$ cat config.mk
export PLATFORM = sky130hd
export DESIGN_NAME = avalon_rr_arbiter2
export DESIGN_NICKNAME = d
export VERILOG_FILES = /design/src/rtl/avalon_rr_arbiter2.sv
export SDC_FILE = /design/constraint.sdc
export NUM_CORES = 1
export LEC_CHECK = 0
export BUFFER_PORTS_ARGS = -buffer_cell sky130_fd_sc_hd__buf_4
export CAP_MARGIN = 10
export CORE_AREA = 2 2 111 113
export DETAILED_ROUTE_END_ITERATION = 10
export DIE_AREA = 0 0 113 115
export PLACE_DENSITY_LB_ADDON = 0.15
export SLEW_MARGIN = 20
export SYNTH_ARGS = -nofsm -noshare
export SYNTH_HDL_FRONTEND = slang
export SYNTH_SLANG_ARGS = --single-unit
$ cat constraint.sdc
create_clock -name clk -period 3.15 [get_ports clk]
set_input_delay 0.63 -clock clk [delete_from_list [all_inputs] [get_ports clk]]
set_output_delay 0.63 -clock clk [all_outputs]
set_load 0.05 [all_outputs]
$ cat src/rtl/avalon_rr_arbiter2.sv
// -----------------------------------------------------------------------------
// avalon_rr_arbiter2
//
// Two-master round-robin arbiter sharing one Avalon-MM slave port.
// Master 0 is the I2C-to-Avalon bridge, master 1 a second master (debug/DMA).
// The granted master's command is muxed onto the slave. Outstanding pipelined
// reads are tracked in a small ID FIFO so every readdatavalid beat is steered
// back to the master that issued the read.
//
// Ports
//   clk               system clock
//   rst_n             asynchronous active-low reset
//   m_address         master addresses, master i at [i*ADDR_W +: ADDR_W]
//   m_read/m_write    per-master read/write requests
//   m_byteenable      per-master byte enables
//   m_writedata       per-master write data
//   m_waitrequest     per-master stall
//   m_readdata        read data, broadcast to both masters
//   m_readdatavalid   per-master read data valid
//   s_*               slave-side Avalon-MM command and response signals
//   err_rdv           sticky: readdatavalid seen with no read outstanding
//
// State table
//   state | meaning
//   IDLE  | no grant; slave command outputs forced to 0, winner picked
//   BUSY  | granted master's command forwarded until accepted or dropped
// -----------------------------------------------------------------------------
module avalon_rr_arbiter2 #(
    parameter int ADDR_W   = 32,
    parameter int DATA_W   = 32,
    parameter int MAX_PEND = 4
) (
    input  logic                  clk,
    input  logic                  rst_n,

    input  logic [2*ADDR_W-1:0]   m_address,
    input  logic [1:0]            m_read,
    input  logic [1:0]            m_write,
    input  logic [2*DATA_W/8-1:0] m_byteenable,
    input  logic [2*DATA_W-1:0]   m_writedata,
    output logic [1:0]            m_waitrequest,
    output logic [DATA_W-1:0]     m_readdata,
    output logic [1:0]            m_readdatavalid,

    output logic [ADDR_W-1:0]     s_address,
    output logic                  s_read,
    output logic                  s_write,
    output logic [DATA_W/8-1:0]   s_byteenable,
    output logic [DATA_W-1:0]     s_writedata,
    input  logic                  s_waitrequest,
    input  logic [DATA_W-1:0]     s_readdata,
    input  logic                  s_readdatavalid,

    output logic                  err_rdv
);

    localparam int BE_W  = DATA_W / 8;
    localparam int PTR_W = (MAX_PEND > 1) ? $clog2(MAX_PEND) : 1;
    localparam int CNT_W = $clog2(MAX_PEND + 1);
    localparam logic [CNT_W-1:0] FULL_CNT = CNT_W'(MAX_PEND);

    typedef enum logic {
        ST_IDLE = 1'b0,
        ST_BUSY = 1'b1
    } state_t;

    state_t r_state;
    state_t w_state_nxt;

    logic r_gnt;
    logic w_gnt_nxt;
    logic r_last;        // last master served; resets to 1 so master 0 wins first
    logic w_last_nxt;

    logic [MAX_PEND-1:0] r_fifo;
    logic [PTR_W-1:0]    r_wr_ptr;
    logic [PTR_W-1:0]    r_rd_ptr;
    logic [CNT_W-1:0]    r_count;
    logic                r_err_rdv;

    logic [1:0]          w_req;
    logic                w_busy;
    logic                w_sel_read;
    logic                w_sel_write;
    logic [ADDR_W-1:0]   w_sel_addr;
    logic [BE_W-1:0]     w_sel_be;
    logic [DATA_W-1:0]   w_sel_wdata;
    logic                w_fifo_full;
    logic                w_fifo_empty;
    logic                w_read_blocked;
    logic                w_s_read;
    logic                w_s_write;
    logic                w_accept;
    logic                w_push;
    logic                w_pop;
    logic                w_head_id;

    // -------------------------------------------------------------------------
    // Request decode and command mux
    // -------------------------------------------------------------------------
    assign w_req  = m_read | m_write;
    assign w_busy = (r_state == ST_BUSY);

    assign w_sel_read  = r_gnt ? m_read[1]  : m_read[0];
    assign w_sel_write = r_gnt ? m_write[1] : m_write[0];
    assign w_sel_addr  = r_gnt ? m_address[2*ADDR_W-1:ADDR_W] : m_address[ADDR_W-1:0];
    assign w_sel_be    = r_gnt ? m_byteenable[2*BE_W-1:BE_W]  : m_byteenable[BE_W-1:0];
    assign w_sel_wdata = r_gnt ? m_writedata[2*DATA_W-1:DATA_W] : m_writedata[DATA_W-1:0];

    assign w_fifo_full  = (r_count == FULL_CNT);
    assign w_fifo_empty = (r_count == '0);

    // A read cannot issue while every ID slot is in use; the arbiter holds the
    // grant and retries each cycle, so the read goes out the cycle after a pop.
    assign w_read_blocked = w_busy & w_sel_read & w_fifo_full;

    assign w_s_read  = w_busy & w_sel_read & ~w_read_blocked;
    assign w_s_write = w_busy & w_sel_write;
    assign w_accept  = (w_s_read | w_s_write) & ~s_waitrequest;

    assign s_read       = w_s_read;
    assign s_write      = w_s_write;
    assign s_address    = w_busy ? w_sel_addr  : '0;
    assign s_byteenable = w_busy ? w_sel_be    : '0;
    assign s_writedata  = w_busy ? w_sel_wdata : '0;

    assign m_waitrequest[0] = ~(w_busy & ~r_gnt) | s_waitrequest | w_read_blocked;
    assign m_waitrequest[1] = ~(w_busy &  r_gnt) | s_waitrequest | w_read_blocked;

    // -------------------------------------------------------------------------
    // Arbitration FSM
    // -------------------------------------------------------------------------
    always_ff @(posedge clk or negedge rst_n) begin
        if (!rst_n) begin
            r_state <= ST_IDLE;
            r_gnt   <= 1'b0;
            r_last  <= 1'b1;
        end else begin
            r_state <= w_state_nxt;
            r_gnt   <= w_gnt_nxt;
            r_last  <= w_last_nxt;
        end
    end

    always_comb begin
        w_state_nxt = r_state;
        w_gnt_nxt   = r_gnt;
        w_last_nxt  = r_last;
        case (r_state)
            ST_IDLE: begin
                if (|w_req) begin
                    w_state_nxt = ST_BUSY;
                    if (&w_req) begin
                        w_gnt_nxt = ~r_last;
                    end else begin
                        w_gnt_nxt = w_req[1];
                    end
                end
            end
            ST_BUSY: begin
                if (w_accept) begin
                    w_state_nxt = ST_IDLE;
                    w_last_nxt  = r_gnt;
                end else if (!(w_sel_read | w_sel_write)) begin
                    // Granted master withdrew its request without being
                    // accepted; release the slave but keep fairness history.
                    w_state_nxt = ST_IDLE;
                end
            end
            default: begin
                w_state_nxt = ST_IDLE;
            end
        endcase
    end

    // -------------------------------------------------------------------------
    // Read ID FIFO: one entry per accepted read, holding the issuing master
    // -------------------------------------------------------------------------
    assign w_push    = w_s_read & ~s_waitrequest;
    assign w_pop     = s_readdatavalid & ~w_fifo_empty;
    assign w_head_id = r_fifo[r_rd_ptr];

    always_ff @(posedge clk or negedge rst_n) begin
        if (!rst_n) begin
            r_fifo   <= '0;
            r_wr_ptr <= '0;
            r_rd_ptr <= '0;
            r_count  <= '0;
        end else begin
            if (w_push) begin
                r_fifo[r_wr_ptr] <= r_gnt;
                r_wr_ptr         <= r_wr_ptr + 1'b1;
            end
            if (w_pop) begin
                r_rd_ptr <= r_rd_ptr + 1'b1;
            end
            case ({w_push, w_pop})
                2'b10:   r_count <= r_count + 1'b1;
                2'b01:   r_count <= r_count - 1'b1;
                default: r_count <= r_count;
            endcase
        end
    end

    // -------------------------------------------------------------------------
    // Return path
    // -------------------------------------------------------------------------
    assign m_readdata         = s_readdata;
    assign m_readdatavalid[0] = w_pop & ~w_head_id;
    assign m_readdatavalid[1] = w_pop &  w_head_id;

    // Data with nothing outstanding has no owner; flag it until reset.
    always_ff @(posedge clk or negedge rst_n) begin
        if (!rst_n) begin
            r_err_rdv <= 1'b0;
        end else if (s_readdatavalid && w_fifo_empty) begin
            r_err_rdv <= 1'b1;
        end
    end

    assign err_rdv = r_err_rdv;

endmodule

# --- Yosys cells after proc, flatten, opt, wreduce, memory -nomap -nowiden ---
# Cells that the tools add are included.
# Widths: inputs -> output; s select.
totals:
  input_bits: 176
  output_inout_bits: 107
  register_bits: 15
op_classes:
  n_mux: 19
  bitwise: 27
  add_sub_neg: 4
  n_eq_ne: 3
  reduce_logical: 8
  magnitude_cmp: 3
op_table:
  columns: ["cell", "count"]
  rows:
  - ["$mux 32", 4]
  - ["$and 1x1->1", 11]
  - ["$not 1->1", 9]
  - ["$mux 1", 8]
  - ["$mux 4", 2]
  - ["$lt 2x3->1 const B", 2]
  - ["$or 1x1->1", 6]
  - ["$pmux 3 s2", 1]
  - ["$reduce_and 2->1", 3]
  - ["$add 2x1->2 const B", 2]
  - ["$bwmux 4", 1]
  - ["$add 3x1->3 const B", 1]
  - ["$eq 3x3->1 const B", 1]
  - ["$logic_not 3->1", 1]
  - ["$sub 3x1->3 const B", 1]
  - ["$bmux 1 s2", 1]
  - ["$demux 1 s2", 1]
  - ["$eq 2x1->1 const B", 1]
  - ["$eq 2x2->1 const B", 1]
  - ["$ge 2x1->1 const B", 1]
  - ["$logic_and 1x1->1", 2]
  - ["$or 2x2->2", 1]
  - ["$pmux 1 s2", 1]
  - ["$reduce_bool 2->1", 1]
  - ["$reduce_or 2->1", 1]

# --- Depth between registers and ports, before layout ---
# Gate-level depths: netlist of run 1.
depth:
  depth_word: 9
  mapped_depth: 9
  mapped_depth_nobuf: 8

# --- Worst setup path before layout of run 1 ---
# No wires, ideal clock.
synth_path:
  path_kind: "flip-flop to output port"
  start: "register r_count[0]"
  end: "output port m_waitrequest[0]"
  required_time_ps: 2520
  stages_incl_launch_ff: 4
  setup_slack_ps: 508
  t_arrival_ps: 2012
  path_cell_list: "dfrtp_1 > or3b_1 > buf_6 > o21ai_0"
synth_via:
  elab_chain_cells: 3
synth_lines:
  columns: ["element", "line", "source"]
  rows:
  - ["start, declared", "78", "logic [CNT_W-1:0] r_count;"]
  - ["start signal, assigned", "198", "2'b10: r_count <= r_count + 1'b1;"]
  - ["start signal, assigned", "199", "2'b01: r_count <= r_count - 1'b1;"]
  - ["start signal, assigned", "200", "default: r_count <= r_count;"]
  - ["$eq 3x3->1", "110", "assign w_fifo_full = (r_count == FULL_CNT);"]
  - ["$and 1x1->1", "115", "assign w_read_blocked = w_busy & w_sel_read & w_fifo_full;"]
  - ["$or 1x1->1", "127", "assign m_waitrequest[0] = ~(w_busy & ~r_gnt) | s_waitrequest | w_read_blocked;"]
  - ["end, declared", "41", "output logic [1:0] m_waitrequest,"]
# Every way passes these cells.

# --- Final worst setup path of run 1 ---
layout_path:
  start: "register r_gnt"
  end: "output port s_address[21]"
layout_via:
  elab_chain_cells: 2
layout_lines:
  columns: ["element", "line", "source"]
  rows:
  - ["start, declared", "70", "logic r_gnt;"]
  - ["start signal, assigned", "140", "r_gnt <= w_gnt_nxt;"]
  - ["$mux 32", "106", "assign w_sel_addr = r_gnt ? m_address[2*ADDR_W-1:ADDR_W] : m_address[ADDR_W-1:0];"]
  - ["$mux 32", "123", "assign s_address = w_busy ? w_sel_addr : '0;"]
  - ["end, declared", "45", "output logic [ADDR_W-1:0] s_address,"]
# Every way passes these cells.

==> results of run 1 <==
-- critical path, cell delays in order (launching register included) --
cell     delay (ns)
dfrtp_4        0.72
buf_12         0.38
mux2i_1        0.26
nor2b_1        0.07
buf_4          0.19
-- per-layer routing --
layer	track usage [%]	part of all wire [%]	vias up
met5	0	0	-
met4	1.95	0.15	0
met3	2.21	8.2	2
met2	23.0	53	109
met1	15.2	38	1135
li1	-	-	1223
-- stage by stage --
| stage | std cells | util (%) |
|---|---|---|
| 6_report | 590 | 33.6 |
| 5_1_grt | 590 | 33.6 |
| 4_1_cts | 590 | 33.6 |
| 3_5_place_dp | 586 | 32.9 |
| 3_3_place_gp | 586 | 32.9 |
| 2_1_floorplan | 270 | - |
-- synthesized netlist by cell type, types with 2 or more instances --
library cell / count
nor2b_1: 73
mux2i_1: 69
buf_4: 37
dfrtp_1: 14
clkbuf_1: 10
inv_1: 8
nor2_1: 6
ha_1: 5
mux2_1: 4
nand4_1: 4
buf_2: 3
o21ai_0: 3
xnor2_1: 3
xor2_1: 3
a2bb2oi_1: 2
and2_1: 2
mux2_4: 2
nand2_1: 2
-- cells by family after synthesis --
family | share of synthesized area, %
AOI/OAI and AO/OA | 3.49
xor gates and xnor gates | 2.22
adders and majority gates | 3.49
buffers and inverters | 15.7
DFF | 15.9
muxes | 33.8
and+or+nand+nor | 25.4
-- cell type report --
| type | count | area [um2] | area share, % |
|---|---|---|---|
| multi-input cells | 196 | 1620 | 40.8 |
| repair buffers | 220 | 1680 | 42.2 |
| inverters | 8 | 30.0 | 0.756 |
| flip-flops and latches | 15 | 382 | 9.61 |
| clock buffers | 4 | 78.8 | 1.99 |
| well taps | 147 | 184 | 4.63 |
-- final timing paths --
| path | from | end | slack (ns) | depth (start not counted) |
|---|---|---|---|---|
| worst max-delay path | r_gnt$_DFFE_PN0P_ | s_address[21] | 0.62 | 4 |
| worst min-delay path | rst_n | r_rd_ptr[1]$_DFFE_PN0P_ | 0.23 | 1 |
| worst max register to register | r_gnt$_DFFE_PN0P_ | r_count[2]$_DFFE_PN0P_ | 0.76 | 8 |
| worst min register to register | err_rdv$_DFFE_PN0P_ | err_rdv$_DFFE_PN0P_ | 0.47 | 1 |
| max in group asynchronous | rst_n | r_last$_DFFE_PN1P_ | 2.67 | 1 |
| min in group clk | err_rdv$_DFFE_PN0P_ | err_rdv$_DFFE_PN0P_ | 0.47 | 1 |
-- power breakdown --
part	switching (mW)	internal, mW	total (mW)
combinational	2.23	1.32	3.55
sequential	0.237	0.303	0.541
clock	0.0798	0.172	0.251
total	2.54	1.80	4.34
-- registers in the layout, summed over array words and instances, names as in the netlist --
name and cells:
r_wr_ptr 2, r_gnt 1, r_fifo 4, r_last 1, r_state 1, r_rd_ptr 2, err_rdv 1, r_count 3
==> impl_metrics.json, run 1 <==
{
  "ys_dominant_reg_cell": "dfrtp_1",
  "end_kind": "output port",
  "synth.distinct_cells": 38,
  "place_hpwl_mm": 7.44,
  "grt_pass1_vias": 2349,
  "antenna_cells": 0,
  "final_cell_area_mm2": 0.00397,
  "io_pins": 283,
  "numCtsBuffers": 3,
  "final_antenna_net_count": 0,
  "slew_headroom_pct": 55.2,
  "cp.required_ns": 2.52,
  "syn-num-nets": 452,
  "fin_crit_sh_pct": 80.3,
  "maxCapViolations": 0,
  "post_cts_resized": 0,
  "start_util_pct": 20.0,
  "drt_iter0_markers": 119,
  "hold_slack_ns": 0.232,
  "powerDensity_mw_per_mm2": 1090,
  "hold_viol_final": 0,
  "insertion_delay_ns": 0.25,
  "gr-total-overflow": 0,
  "rsz0062_at_grt": "no",
  "final_common_cell": "buf_4",
  "skew_ns": 0.00361,
  "critical_path_class": "register to output port",
  "die-area_mm2": 0.0130,
  "setup_ws_ns": 0.622,
  "cts_sinks": 15,
  "drt-total-wl_mm": 9.08,
  "areaGrowthSynthToFinish_pct": 67.7,
  "clk_pin_slew_ns": 0.05,
  "ir_worst_vdd_v": 0.000468,
  "synth_edf_count": 0,
  "num-fill-cells": 1247,
  "numPortBuffers": 218,
  "gp_congestion": 0.839,
  "viasPerCell": 4.18,
  "fmax_mhz": 396,
  "syn-instance-count": 270,
  "die_w_um": 113,
  "tightest_slew_ns": 0.672,
  "grt_pass1_wl_mm": 12.9,
  "synthArstFlopShare_pct": 100,
  "p_total_mw": 4.34,
  "die_height_um": 115,
  "syn_area_per_cell_um2": 8.77,
  "layout_common_cells": "buf_4, nor2b_1, mux2i_1, dfrtp_1, inv_1",
  "groute.usage.overall_pct": 12.4,
  "vias": 2469,
  "synth.top_cells.by_area": "mux2i_1, nor2b_1, dfrtp_1",
  "synth_warnings": 0,
  "cts_setup_buffers": 0,
  "hp-class": "input port to async pin",
  "cp.arrival_ns": 1.90,
  "violations": "design-rule violations",
  "routedWlPerCell_um": 15.4,
  "pre_cts_slack_ns": 0.761,
  "core_area_mm2": 0.0118,
  "drive_gt1_share_pct": 53.0,
  "antenna_found_initial": 0,
  "remaining_drc_errors": 20,
  "clockRootBuffer": "clkbuf_16",
  "clockBufferDepth": 2,
  "syn-cell-area_mm2": 0.00237,
  "cts-htree-levels": 1,
  "placed_cell_area_mm2": 0.00389,
  "slew_violations": 0,
  "first_pass_iters": 7,
  "p_leak_nw": 2.13,
  "cp_max_fo": 50,
  "seq_area_frac_synth_pct": 15.9,
  "ys_ff_latch": 15,
  "tns_ns": 0,
  "rows": 40,
  "synth_top_area_share_pct": 29.2,
  "tritoncts": "built",
  "status": "complete, but fails checks",
  "finalNetCount": 626,
  "grt_max_degree": 51,
  "synth_area_leader_cell": "mux2i_1",
  "postCtsHoldBufs": 0,
  "setup_viol": 0,
  "setup.worst_path.start_class": "register",
  "fin_crit_ns": 2.53
}
Power figures use the tool's default switching activity.
==> run 2, diff against run 1 <==
--- a/config.mk
+++ b/config.mk
@@ -5,11 +5,12 @@
 export SDC_FILE = /design/constraint.sdc
 export NUM_CORES = 1
 export LEC_CHECK = 0
+export ABC_AREA = 1
 export BUFFER_PORTS_ARGS = -buffer_cell sky130_fd_sc_hd__buf_4
 export CAP_MARGIN = 10
-export CORE_AREA = 2 2 111 113
+export CORE_AREA = 2 2 108 110
 export DETAILED_ROUTE_END_ITERATION = 10
-export DIE_AREA = 0 0 113 115
+export DIE_AREA = 0 0 110 112
 export PLACE_DENSITY_LB_ADDON = 0.15
 export SLEW_MARGIN = 20
 export SYNTH_ARGS = -nofsm -noshare
==> constraint.sdc (replaced) <==
create_clock -name clk -period 2.1 [get_ports clk]
set_input_delay 0.42 -clock clk [delete_from_list [all_inputs] [get_ports clk]]
set_output_delay 0.42 -clock clk [all_outputs]
set_load 0.05 [all_outputs]
==> run 2 against run 1 <==
Effect of this change: the flow now finishes without violations; cell count fell by 5.1%; synthesized cell count fell by 14%; global-route usage rose by 2.4 points; worst setup slack got worse by 0.54 ns; critical path type unchanged.
==> impl_metrics.json, run 2 <==
{
  "status": "completed",
  "routedWlPerCell_um": 18.5,
  "die_w_um": 110,
  "place_hpwl_mm": 8.79,
  "p_sw_share_pct": 62.1,
  "reg2reg_slack_ns": 0.26,
  "rows": 39,
  "combPwrFrac_pct": 86.8,
  "largestRegisters": "r_fifo x4, r_count x3",
  "synthArstFlopShare_pct": 100,
  "syn-num-nets": 414,
  "first_pass_iters": 4,
  "tns_ns": 0,
  "critical_path_class": "register to output port",
  "worstReg2RegEnd": "r_count[2]$_DFFE_PN0P_",
  "start_util_pct": 16.6,
  "insertion_delay_ns": 0.25,
  "cts_setup_buffers": 0,
  "antenna_found_initial": 0,
  "setup_viol": 0,
  "final_antenna_net_count": 0,
  "rsz0062_at_grt": "no",
  "groute.usage.overall_pct": 14.8,
  "io_pins": 283,
  "synthAdderAreaFrac_pct": 4.46,
  "drt-total-wl_mm": 10.4,
  "ys_ff_latch": 15,
  "pre_cts_slack_ns": 0.207,
  "ys_dominant_reg_cell": "dfrtp_1",
  "cp.required_ns": 1.68,
  "setup_ws_ns": 0.0862,
  "powerDensity_mw_per_mm2": 2020,
  "cp.arrival_ns": 1.59,
  "muxShareOfSynthArea_pct": 0,
  "syn-cell-area_mm2": 0.00185,
  "clockBufferDepth": 2,
  "finalNetCount": 600,
  "core_area_mm2": 0.0112,
  "fmax_mhz": 497,
  "maxCapViolations": 0,
  "synth_top_family_by_area": "compound AO/OA/AOI/OAI gates",
  "final_common_cell": "buf_4",
  "fin_crit_ns": 2.01,
  "p_clk_share_pct": 5.4,
  "slew_violations": 0,
  "slew_headroom_pct": 79.0,
  "end_kind": "output port",
  "synth_compound_area_share_pct": 35.1,
  "synth.most_common_cell": "a22o_1",
  "hold_viol_final": 0,
  "grt_max_degree": 59,
  "remaining_drc_errors": 0,
  "synth-simple-area-share_pct": 15.1,
  "synth_top_area_share_pct": 32.1,
  "synthTopCellsByCount": "a22o_1, buf_4, nand2_1",
  "hp-class": "input port to async pin",
  "synth.top_cells.by_area": "a22o_1, dfrtp_1, buf_4",
  "synth.distinct_cells": 28,
  "layout_common_cells": "buf_4, a22o_1, nand2_1, inv_1, dfrtp_1",
  "synth_xor_area_share_pct": 2.30,
  "antenna_cells": 0,
  "cts_sinks": 15,
  "skew_ns": 0.00324,
  "top_register": "r_fifo",
  "grt_pass1_vias": 2391,
  "numPortBuffers": 218,
  "internal_power_mw": 2.72,
  "largest_register_ffs": 4,
  "viasPerCell": 4.31,
  "vias": 2415,
  "clk_pin_slew_ns": 0.05,
  "rr_worst_depth": 9,
  "tightest_slew_ns": 0.312,
  "die-area_mm2": 0.0123,
  "switchingPower_mw": 4.45,
  "drive_gt1_share_pct": 59.5,
  "syn-instance-count": 232,
  "synth_edf_count": 0,
  "crit_path_end": "s_writedata[5]",
  "cts-htree-levels": 1,
  "numCtsBuffers": 3,
  "grt_pass1_wl_mm": 13.6,
  "synth_area_leader_cell": "a22o_1",
  "seq_area_frac_synth_pct": 20.3,
  "drt_iter0_markers": 135,
  "rr_startpoint": "r_count[0]$_DFFE_PN0P_",
  "clockRootBuffer": "clkbuf_16",
  "tritoncts": "built",
  "cp_max_fo": 29,
  "setup.worst_path.start_class": "register",
  "fin_crit_sh_pct": 95.9,
  "gr-total-overflow": 0,
  "syn_area_per_cell_um2": 7.99,
  "synth_warnings": 0,
  "areaGrowthSynthToFinish_pct": 91.6,
  "gp_congestion": 0.769,
  "crit_start": "r_state$_DFF_PN0_",
  "ir_worst_vdd_v": 0.000950,
  "die_height_um": 112,
  "p_seq_share_pct": 7.8,
  "p_leak_nw": 1.94,
  "p_total_mw": 7.17,
  "hold_slack_ns": 0.0150
}
-- run 2: worst min path at each step --
stage / slack (ns) / to / cells after the start / start
after floorplan: 0.12 / err_rdv$_DFFE_PN0P_ / 0 / rst_n
after global placement: 0.30 / r_wr_ptr[0]$_DFFE_PN0P_ / 1 / rst_n
after detailed placement: 0.30 / r_wr_ptr[0]$_DFFE_PN0P_ / 1 / rst_n
after CTS: 0.03 / r_count[0]$_DFFE_PN0P_ / 1 / rst_n
after global routing: 0.02 / r_count[1]$_DFFE_PN0P_ / 1 / rst_n
final: 0.02 / r_count[1]$_DFFE_PN0P_ / 1 / rst_n
-- run 2: what timing repair did --
action | CTS | global route
gates cloned | 0 | 1
setup endpoints to repair | 20 | 23
resized for setup | 1 | 2
hold buffers | 0 | 0
-- run 2: area by class of cell --
| class | count | area (um2) |
|---|---|---|
| tap | 143 | 179 |
| sequential | 15 | 378 |
| timing repair buffer | 229 | 1770 |
| clock inverter | 1 | 5.00 |
| clock buffer | 3 | 75.1 |
| fill | 1205 | 7620 |
| multi-input combinational | 148 | 1060 |
| inverter | 21 | 81.3 |
-- run 2: stage by stage --
stage	instance area [um2]	utilization [%]	cells
floorplan	1850	-	232
global placement	3440	30.8	555
detailed placement	3440	30.8	555
CTS	3520	31.5	559
global route	3550	31.8	560
finish	3550	31.8	560
-- run 2: critical path: stages, from the launching register on --
cell,delay (ns)
dfrtp_1,0.41
inv_1,0.11
nor2_4,0.17
buf_12,0.19
a22o_1,0.21
buf_4,0.24
-- run 2: power groups by stage --
stage / logic [mW] / clock network, mW / registers (mW)
CTS: 6.19 / 0.392 / 0.564
global placement: 6.16 / 0 / 0.563
floorplan: 4.40 / 0 / 0.528
global route: 6.55 / 0.408 / 0.588
detailed placement: 6.15 / 0 / 0.565
finish: 6.22 / 0.388 / 0.561
-- run 2: cell families (layout without fill, tap and decap cells) --
logic type | Yosys count | after routing
flops | 15 | 15
xor+xnor | 4 | 4
simple gates | 60 | 60
buf+inv | 69 | 254
fa+ha+maj | 6 | 6
compound gates | 78 | 78
-- run 2: per-layer routing --
layer  GRT usage, %  part of all wire, %  vias up
met5              0                    0        -
met4           2.03                 0.71        0
met3           12.5                   21        4
met2           20.8                   41      144
met1           17.7                   38     1102
li1               -                    -     1165
